File: config.mk
export PLATFORM = sky130hd
export DESIGN_NAME = ddr_rd_capture
export DESIGN_NICKNAME = d
export VERILOG_FILES = /design/src/rtl/ddr_rd_capture.sv
export SDC_FILE = /design/constraint.sdc
export NUM_CORES = 2
export LEC_CHECK = 0
export ABC_AREA = 1
export BUFFER_PORTS_ARGS = -buffer_cell sky130_fd_sc_hd__buf_4
export CAP_MARGIN = 20
export CORE_MARGIN = 10
export CORE_UTILIZATION = 40
export DETAILED_ROUTE_END_ITERATION = 16
export PLACE_DENSITY = 0.59
export SKIP_CTS_REPAIR_TIMING = 1
export SLEW_MARGIN = 20
export SYNTH_ARGS = -nofsm -noshare
export SYNTH_HDL_FRONTEND = slang
export SYNTH_SLANG_ARGS = --single-unit
File: constraint.sdc
create_clock -name clock_t -period 4.35 [get_ports clock_t]
set_clock_uncertainty 0.05 [all_clocks]
set_input_delay 0.435 -clock clock_t [delete_from_list [all_inputs] [get_ports clock_t]]
set_output_delay 0.435 -clock clock_t [all_outputs]
set_load 0.01 [all_outputs]
File: src/rtl/ddr_rd_capture.sv
// Read-return capture: queues issued CAS_R commands, checks the read preamble at the due
// cycle, gathers the burst beats and returns one assembled word with its address.
module ddr_rd_capture #(
  parameter int DQ_W   = 64,
  parameter int ADDR_W = 32,
  parameter int PEND_D = 8,
  parameter int CNT_W  = 10
) (
  input  logic                clock_t,
  input  logic                reset,
  input  logic                cas_rd_valid,
  input  logic [ADDR_W-1:0]   cas_rd_addr,
  input  logic [7:0]          rd_delay,
  input  logic [3:0]          burst_length,
  input  logic [1:0]          rd_pre,
  input  logic [DQ_W-1:0]     dq_in,
  input  logic                dqs_t_in,
  input  logic                dqs_c_in,
  output logic                rd_valid,
  output logic [ADDR_W-1:0]   rd_addr,
  output logic [8*DQ_W-1:0]   rd_data,
  output logic                rd_err,
  output logic                pend_full,
  output logic [3:0]          pend_count
);

  localparam int PW = $clog2(PEND_D);

  typedef enum logic [1:0] {IDLE, PRE, BURST, DONE} state_t;

  state_t              state, state_nxt;
  logic [CNT_W-1:0]    cyc;

  logic [CNT_W-1:0]    due_mem  [PEND_D];
  logic [ADDR_W-1:0]   addr_mem [PEND_D];
  logic [3:0]          bl_mem   [PEND_D];
  logic [1:0]          pre_mem  [PEND_D];
  logic [PW-1:0]       wr_ptr, rd_ptr;
  logic [3:0]          count;

  logic                push, head_due, start, drop;
  logic                pre_ok, strobe_ok, last_beat;
  logic [1:0]          head_pre;

  logic [ADDR_W-1:0]   cur_addr, drop_addr;
  logic [3:0]          cur_bl;
  logic [1:0]          pre_cnt;
  logic [2:0]          beat;
  logic                err, drop_pend;
  logic [8*DQ_W-1:0]   beat_buf, beat_ins;

  assign pend_full  = (count == 4'(PEND_D));
  assign pend_count = count;
  assign push       = cas_rd_valid && !pend_full;
  assign head_due   = (count != 4'd0) && (due_mem[rd_ptr] == cyc);
  assign head_pre   = pre_mem[rd_ptr];
  // The due cycle itself is the first preamble cycle, so a burst can start from IDLE or DONE.
  assign start      = head_due && ((state == IDLE) || (state == DONE));
  assign drop       = head_due && !((state == IDLE) || (state == DONE));
  assign pre_ok     = !dqs_t_in && dqs_c_in;
  assign strobe_ok  = (dqs_t_in != dqs_c_in);
  assign last_beat  = (state == BURST) && ({1'b0, beat} == (cur_bl - 4'd1));

  always_comb begin
    beat_ins = beat_buf;
    beat_ins[int'(beat)*DQ_W +: DQ_W] = dq_in;
  end

  always_ff @(posedge clock_t) begin
    if (reset) cyc <= '0;
    else       cyc <= cyc + 1'b1;
  end

  // Outstanding-read FIFO
  always_ff @(posedge clock_t) begin
    if (push) begin
      due_mem[wr_ptr]  <= cyc + CNT_W'(rd_delay);
      addr_mem[wr_ptr] <= cas_rd_addr;
      bl_mem[wr_ptr]   <= burst_length;
      pre_mem[wr_ptr]  <= rd_pre;
    end
  end

  always_ff @(posedge clock_t) begin
    if (reset) begin
      wr_ptr <= '0;
      rd_ptr <= '0;
      count  <= '0;
    end else begin
      if (push)     wr_ptr <= wr_ptr + 1'b1;
      if (head_due) rd_ptr <= rd_ptr + 1'b1;
      case ({push, head_due})
        2'b10:   count <= count + 4'd1;
        2'b01:   count <= count - 4'd1;
        default: count <= count;
      endcase
    end
  end

  always_comb begin
    state_nxt = state;
    case (state)
      IDLE, DONE: begin
        if (start) state_nxt = (head_pre <= 2'd1) ? BURST : PRE;
        else       state_nxt = IDLE;
      end
      PRE:     if (pre_cnt == 2'd1) state_nxt = BURST;
      BURST:   if (last_beat)       state_nxt = DONE;
      default: state_nxt = IDLE;
    endcase
  end

  // Capture control and result registers
  always_ff @(posedge clock_t) begin
    if (reset) begin
      state     <= IDLE;
      pre_cnt   <= '0;
      beat      <= '0;
      err       <= 1'b0;
      drop_pend <= 1'b0;
      rd_valid  <= 1'b0;
      rd_err    <= 1'b0;
      rd_addr   <= '0;
      rd_data   <= '0;
    end else begin
      state    <= state_nxt;
      rd_valid <= 1'b0;
      if (start) begin
        pre_cnt <= head_pre - 2'd1;
        beat    <= '0;
        err     <= !pre_ok;
      end else if (state == PRE) begin
        pre_cnt <= pre_cnt - 2'd1;
        err     <= err | !pre_ok;
      end else if (state == BURST) begin
        beat    <= beat + 3'd1;
        err     <= err | !strobe_ok;
      end
      if (last_beat) begin
        rd_valid <= 1'b1;
        rd_data  <= beat_ins;
        rd_addr  <= cur_addr;
        rd_err   <= err | !strobe_ok;
      end else if ((state == DONE) && drop_pend) begin
        rd_valid  <= 1'b1;
        rd_data   <= '0;
        rd_addr   <= drop_addr;
        rd_err    <= 1'b1;
        drop_pend <= 1'b0;
      end
      if (drop) drop_pend <= 1'b1;
    end
  end

  always_ff @(posedge clock_t) begin
    if (start) begin
      cur_addr <= addr_mem[rd_ptr];
      cur_bl   <= bl_mem[rd_ptr];
      beat_buf <= '0;
    end else if (state == BURST) begin
      beat_buf <= beat_ins;
    end
    if (drop) drop_addr <= addr_mem[rd_ptr];
  end

endmodule
# ---- Yosys cells after proc, flatten, opt, wreduce, memory -nomap -nowiden
# Memories as Yosys holds them, arrays and structs flattened. A register that Yosys moved wholly into a read port is not among the register bits.
# Index checks and enable logic that the tools add are counted.
dict set report classes {
  n_bitwise 3
  muxes 31
  add_sub_neg 11
  n_reduce_logical 25
  n_lt_le_gt_ge 1
  n_eq_ne 13
  n_shift 2
}
# op n
set ops {}
lappend ops {{512-bit 2-to-1 mux} 2}
lappend ops {{512-bit bitwise mux} 1}
lappend ops {{64-bit by 33-bit variable shift with 512-bit output (first input constant)} 1}
lappend ops {{64-bit by 33-bit indexed part select with 512-bit output} 1}
lappend ops {{32-bit 2-to-1 mux} 2}
lappend ops {{9-bit negation with 33-bit output} 1}
lappend ops {{3-bit 2-to-1 mux} 6}
lappend ops {{1-bit 2-to-1 mux} 12}
lappend ops {{2-bit 2-to-1 mux} 6}
lappend ops {{10-bit by 1-bit adder with 10-bit output (second input constant)} 1}
lappend ops {{10-bit by 8-bit adder with 10-bit output} 1}
lappend ops {{10-bit equality test} 1}
lappend ops {{3-bit by 1-bit adder with 3-bit output (second input constant)} 3}
lappend ops {{4-bit case mux with 2 select lines} 1}
lappend ops {{2-bit nonzero test} 4}
lappend ops {{4-bit by 1-bit subtractor with 4-bit output (second input constant)} 2}
lappend ops {{1-bit logical AND} 7}
lappend ops {{2-bit by 1-bit equality test with 1-bit output (second input constant)} 3}
lappend ops {{2-bit equality test (second input constant)} 3}
lappend ops {{2-bit inequality test (second input constant)} 3}
lappend ops {{2-bit case mux with 3 select lines} 1}
lappend ops {{2-bit AND reduction} 3}
lappend ops {{1-bit logical NOT} 5}
lappend ops {{4-bit by 1-bit adder with 4-bit output (second input constant)} 1}
lappend ops {{other kinds (12)} 15}
dict set report word_totals {
  mem_count 4
  out_inout_bits 551
  word_cells 106
  mem_bits_rw 384
  in_bits 115
  register_bits 1151
}
# name words word_bits read_ports rd_ports_with_merged_regs wr line_no
set memory_table {}
lappend memory_table {addr_mem 8 32 1 1 1 35} ;# logic [ADDR_W-1:0] addr_mem [PEND_D];
lappend memory_table {due_mem 8 10 1 1 1 34} ;# logic [CNT_W-1:0] due_mem [PEND_D];
lappend memory_table {bl_mem 8 4 1 1 1 36} ;# logic [3:0] bl_mem [PEND_D];
lappend memory_table {pre_mem 8 2 1 1 1 37} ;# logic [1:0] pre_mem [PEND_D];

# ---- Depth between registers and ports, before layout
dict set report depth {
  word_depth 6
  mapped_depth 22
  ltp_nobuf 20
}

# ---- Worst setup path before layout
# Ideal clock, no wire load.
dict set report synth_timing {
  path_kind {register to register}
  from {reg count[1], in the netlist pend_count[1]}
  to {mem addr_mem[0][0], enable pin}
  stages_incl_launch_ff 7
  required_time_ns 3.846
  setup_ns 0.454
  setup_slack_ns 0.883
  path_buffers 0
  arrival_ns 2.964
  synth_period_minus_slack_ns 3.467
  path_cell_list {dfxtp_1 -> nor2_1 -> nand3_1 -> nand2_1 -> inv_1 -> nand2_1 -> nor2_1}
}
dict set report synth_between {
  elab_chain_cells 5
}
# item line_no
set synth_rtl {}
lappend synth_rtl {{from (decl)} 39} ;# logic [3:0] count;
lappend synth_rtl {{from (signal assigned)} 93} ;# 2'b10: count <= count + 4'd1;
lappend synth_rtl {{from (signal assigned)} 94} ;# 2'b01: count <= count - 4'd1;
lappend synth_rtl {{from (signal assigned)} 95} ;# default: count <= count;
lappend synth_rtl {{4-bit equality test} 52} ;# assign pend_full = (count == 4'(PEND_D));
lappend synth_rtl {{1-bit logical NOT} 54} ;# assign push = cas_rd_valid && !pend_full;
lappend synth_rtl {{1-bit logical AND} 54}
lappend synth_rtl {{1-bit 2-to-1 mux} 76} ;# if (push) begin
lappend synth_rtl {{1-bit 2-to-1 mux (not written as such)} 78} ;# addr_mem[wr_ptr] <= cas_rd_addr;
lappend synth_rtl {{to (decl)} 35}
# Every way passes these cells.

# ---- Worst setup path after layout
dict set report layout_timing {
  from {reg beat[0]}
  to {reg beat_buf[211]}
}
dict set report layout_between {
  elab_chain_cells 3
  elab_cells_between_ends 4
  classes_between {1 x add/sub; 2 x shift; 1 x mux}
}
# item line_no
set layout_rtl {}
lappend layout_rtl {{from (decl)} 48} ;# logic [2:0] beat;
lappend layout_rtl {{from (signal assigned)} 136} ;# beat <= beat + 3'd1;
lappend layout_rtl {{9-bit negation with 33-bit output (*)} 66} ;# beat_ins[int'(beat)*DQ_W +: DQ_W] = dq_in;
lappend layout_rtl {{64-bit by 33-bit indexed part select with 512-bit output or 64-bit by 33-bit variable shift with 512-bit output (tied branches)} 66}
lappend layout_rtl {{512-bit bitwise mux (*)} 66}
lappend layout_rtl {{to (signal assigned)} 161} ;# beat_buf <= beat_ins;
lappend layout_rtl {{to (decl)} 50} ;# logic [8*DQ_W-1:0] beat_buf, beat_ins;
# Every way passes the cells marked *; elsewhere a longest branch is shown, timed or not.
# A chain may end at the register's enable or synchronous reset.

==> summary.md <==
| Metric | Value |
|---|---|
| Worst setup path start | beat[0]$_SDFFE_PP0P_ |
| Share of the synthesized area in the top cell type | 0.344 |
| Commonest cells post-synth | nand2_1 (1507), dfxtp_1 (1090), o21ai_0 (979) |
| Die ar. | ~170000 µm² |
| Maximum vdd drop | between 0.7 and 0.8 mV |
| Buffers on Ports | approximately 670 |
| Tot Pwr | approximately 40 mW |
| Residual DRC | 0 |
| Final Hold Violating Endpoints | 0 |
| Synth Instances | between 7000 and 8000 |
| Critical path cell sequence | clkinv_1 > ha_4 > ha_1 > inv_1 > nor3_2 > clkinv_1 > o21ai_0 > o21ai_0 > nand2_1 > inv_1 |
| FP Rows | 146 |
| Drt wl/cell | roughly 23 µm |
| CTS root buffer | clkbuf_16 |
| Largest stage delay, worst path | approximately 0.68 ns |
| Min Tclk post-route | 3.70 ns |
| Top-count cell post-synth | nand2_1 |
| Hold Startpoint | cas_rd_valid |
| ANT nets after route | 0 |
| Final wirelength | 239000 µm |
| Sequential share of the synthesized area | 0.558 |
| Max-cap viol count | 0 |
| WP data arrival | roughly 4.3 ns |
| Top post-synthesis cells by area | dfxtp_1 (34%), edfxtp_1 (21%), nand2_1 (8.9%) |
| Hold crit path type | in -> reg |
| Max Freq | between 0.2 and 0.3 GHz |
| Core area | between 150000 and 200000 µm² |
| Starting Density | 0.401 |
| Router iterations before antenna repair | 6 |
| Vias in the first global route | 50500 |
| Mapped Nets | slightly below 8000 |
| GRT Total Usage | 0.259 |
| Syn Area/Cell | 8.35 µm² |
| Setup TNS | 0 ns |
| CP max FO | 30 |
| Sinks on Clock Net | 1542 |
| Multi-input gate area | about 23000 µm² |
| FFs w/ async S/R, synth | 0 |
| First-pass GRT wire length | roughly 340000 µm |
| Worst Path Required | 4.96 ns |
| Yosys cell types | 40 |
| Layout cells sized above 1 | 0.143 |
| DR vias | roughly 55000 |
| Final period util | 0.850 |
| Syn Std Cell Area | between 60000 and 70000 µm² |
| Synth Register Bits | between 1500 and 2000 |
| Crit Path Class | reg -> reg |
| Max Root-Sink Buffers | 3 |
| Final setup vio count | 0 |
| Vias/cell | roughly 5.4 |
| Util after Layout | 0.480 |
| HPWL Detailed | approximately 150000 µm |
| Io pins | around 670 |
| Worst-margin pin slew | about 1.4 ns |
| Power Density | 534 nW/µm² |
| Cell accounting for the most synthesized area | dfxtp_1 |
| # fillers | 15000 |
| Status | finished, final reports clean |
| Die Ht | between 400 and 500 µm |
| Worst r2r src | beat[0]$_SDFFE_PP0P_ |
| Clk_lat worst skew | roughly 0.8 ns |
| Grt ovf | 0 |
| Iter 0 DRT Violations | approximately 5900 |
| Placed Cells | between 9000 and 10000 |
| Post-synth top flop | dfxtp_1 |
| Setup crit start kind | register |
| RSZ-0062 raised after global routing | no |
| Reg area | roughly 35000 µm² |
| CTS tree | done |
| Number of synthesized flops with an enable pin | roughly 450 |
| CTS Buf Count | 166 |
| Worst hold slack | around 0.021 ns |
| Max-slew violation count | 0 |
| Initial antenna violation count | 28 |
| H-tree depth | 4 |
| Final net count | ~8100 |
| Rel. slew slack | 0.0876 |
| Ys Warns | 0 |
| Post-Layout Cell Count | 10200 |
| Slowest CP cell | clkinv_1 |
| Static leakage | about 33 nW |
| Largest net degree at the start of global routing | around 210 |
| CP endpoint kind | register |
| Gpl congestion | between 0.8 and 0.9 |
| Layout area overhead | 19.6% |
| Die W | around 420 µm |
| CTS clk-pin slew, worst paths | 0.06 ns |
[stage by stage]
step	setup slack (ns)	instance area, µm²
floorplan	0.883	63400
global placement	0.724	69700
detailed placement	0.652	69700
CTS	0.624	75300
global route	0.178	75700
finish	0.650	75800
[cell usage in the layout, fill, tap and decap left out, drive strengths merged]
cell,instances
nand4,73
fa,1
nand3,745
a211oi,1
a21boi,1
nand2,1507
xor2,15
a21oi,306
nand3b,1
o21bai,1
buf,757
o22ai,39
mux2i,24
xnor2,7
clkinvlp,2
ha,26
bufinv,8
dlygate4sd3,39
a21o,1
o211ai,239
o21a,65
clkinv,35
nor4,4
clkbuf,253
inv,850
o31ai,64
edfxtp,452
o21ai,1052
nor2,332
nor3,60
diode,31
dfxtp,1090
a31o,5
a31oi,39
[layer usage]
metal / track usage / vias to the layer above / wire length [µm]
met5: 0 / - / 13
met4: 0.150 / 2 / 14900
met3: 0.0526 / 471 / 18100
met2: 0.418 / 2157 / 111000
met1: 0.322 / 26400 / 94500
li1: - / 26200 / -
[path summary, 6_finish.rpt]
| check | endpoint | slack, ns | depth (start not counted) |
|---|---|---|---|
| min | wr_ptr[0]$_SDFFE_PP0P_ | 0.02 | 4 |
| max | beat_buf[211]$_SDFFE_PP0P_ | 0.65 | 10 |
| min reg2reg | beat_buf[260]$_SDFFE_PP0P_ | 0.43 | 2 |
| max reg2reg | beat_buf[211]$_SDFFE_PP0P_ | 0.65 | 10 |
[kinds of logic (layout without fill, tap and decap cells)]
family,after synthesis,in the layout,share of synthesized area
xor+xnor,22,22,0.00304
fa+ha+maj,27,27,0.00545
compound gates,1813,1813,0.160
mux,24,24,0.00379
other cells,0,31,0
buf+inv,1442,1944,0.0889
simple gates,2722,2722,0.181
flops,1542,1542,0.558
[area by class of cell]
cell class / instances / share of cell area
sequential: 1542 / 0.467
antenna: 31 / 0.00102
tap: 2072 / 0.0342
multi-input combinational: 4608 / 0.297
clock inverter: 47 / 0.00798
timing repair buffer: 796 / 0.0844
clock buffer: 253 / 0.0655
inverter: 848 / 0.0425
[state kept, by name, summed over array words and instances (netlist names), named ones only]
signal and flops:
addr_mem 256, beat 3, beat_buf 512, bl_mem 32
cur_addr 32, cur_bl 4, cyc 10, drop_addr 32
drop_pend 1, due_mem 80, err 1, pend_count 4
pre_cnt 2, pre_mem 16, rd_addr 32, rd_data 512
rd_err 1, rd_ptr 3, rd_valid 1, state 2
wr_ptr 3
[critical path: cells and delay by family (launching register included)]
kind / cells / cell delay, ns
AO/OA/AOI/OAI: 2 / 0.56
buffers and inverters: 4 / 1.14
AND/OR/NAND/NOR: 2 / 0.54
adder cells (fa/ha/maj): 2 / 0.64
flip-flops: 1 / 0.62
[power by group]
group	switching [mW]	total [mW]	internal (mW)
sequential	0.695	17.1	16.4
clock	6.07	14.4	8.38
combinational	6.50	8.91	2.40
total	13.3	40.5	27.2
Note: power is estimated with default switching activity, not from simulation.
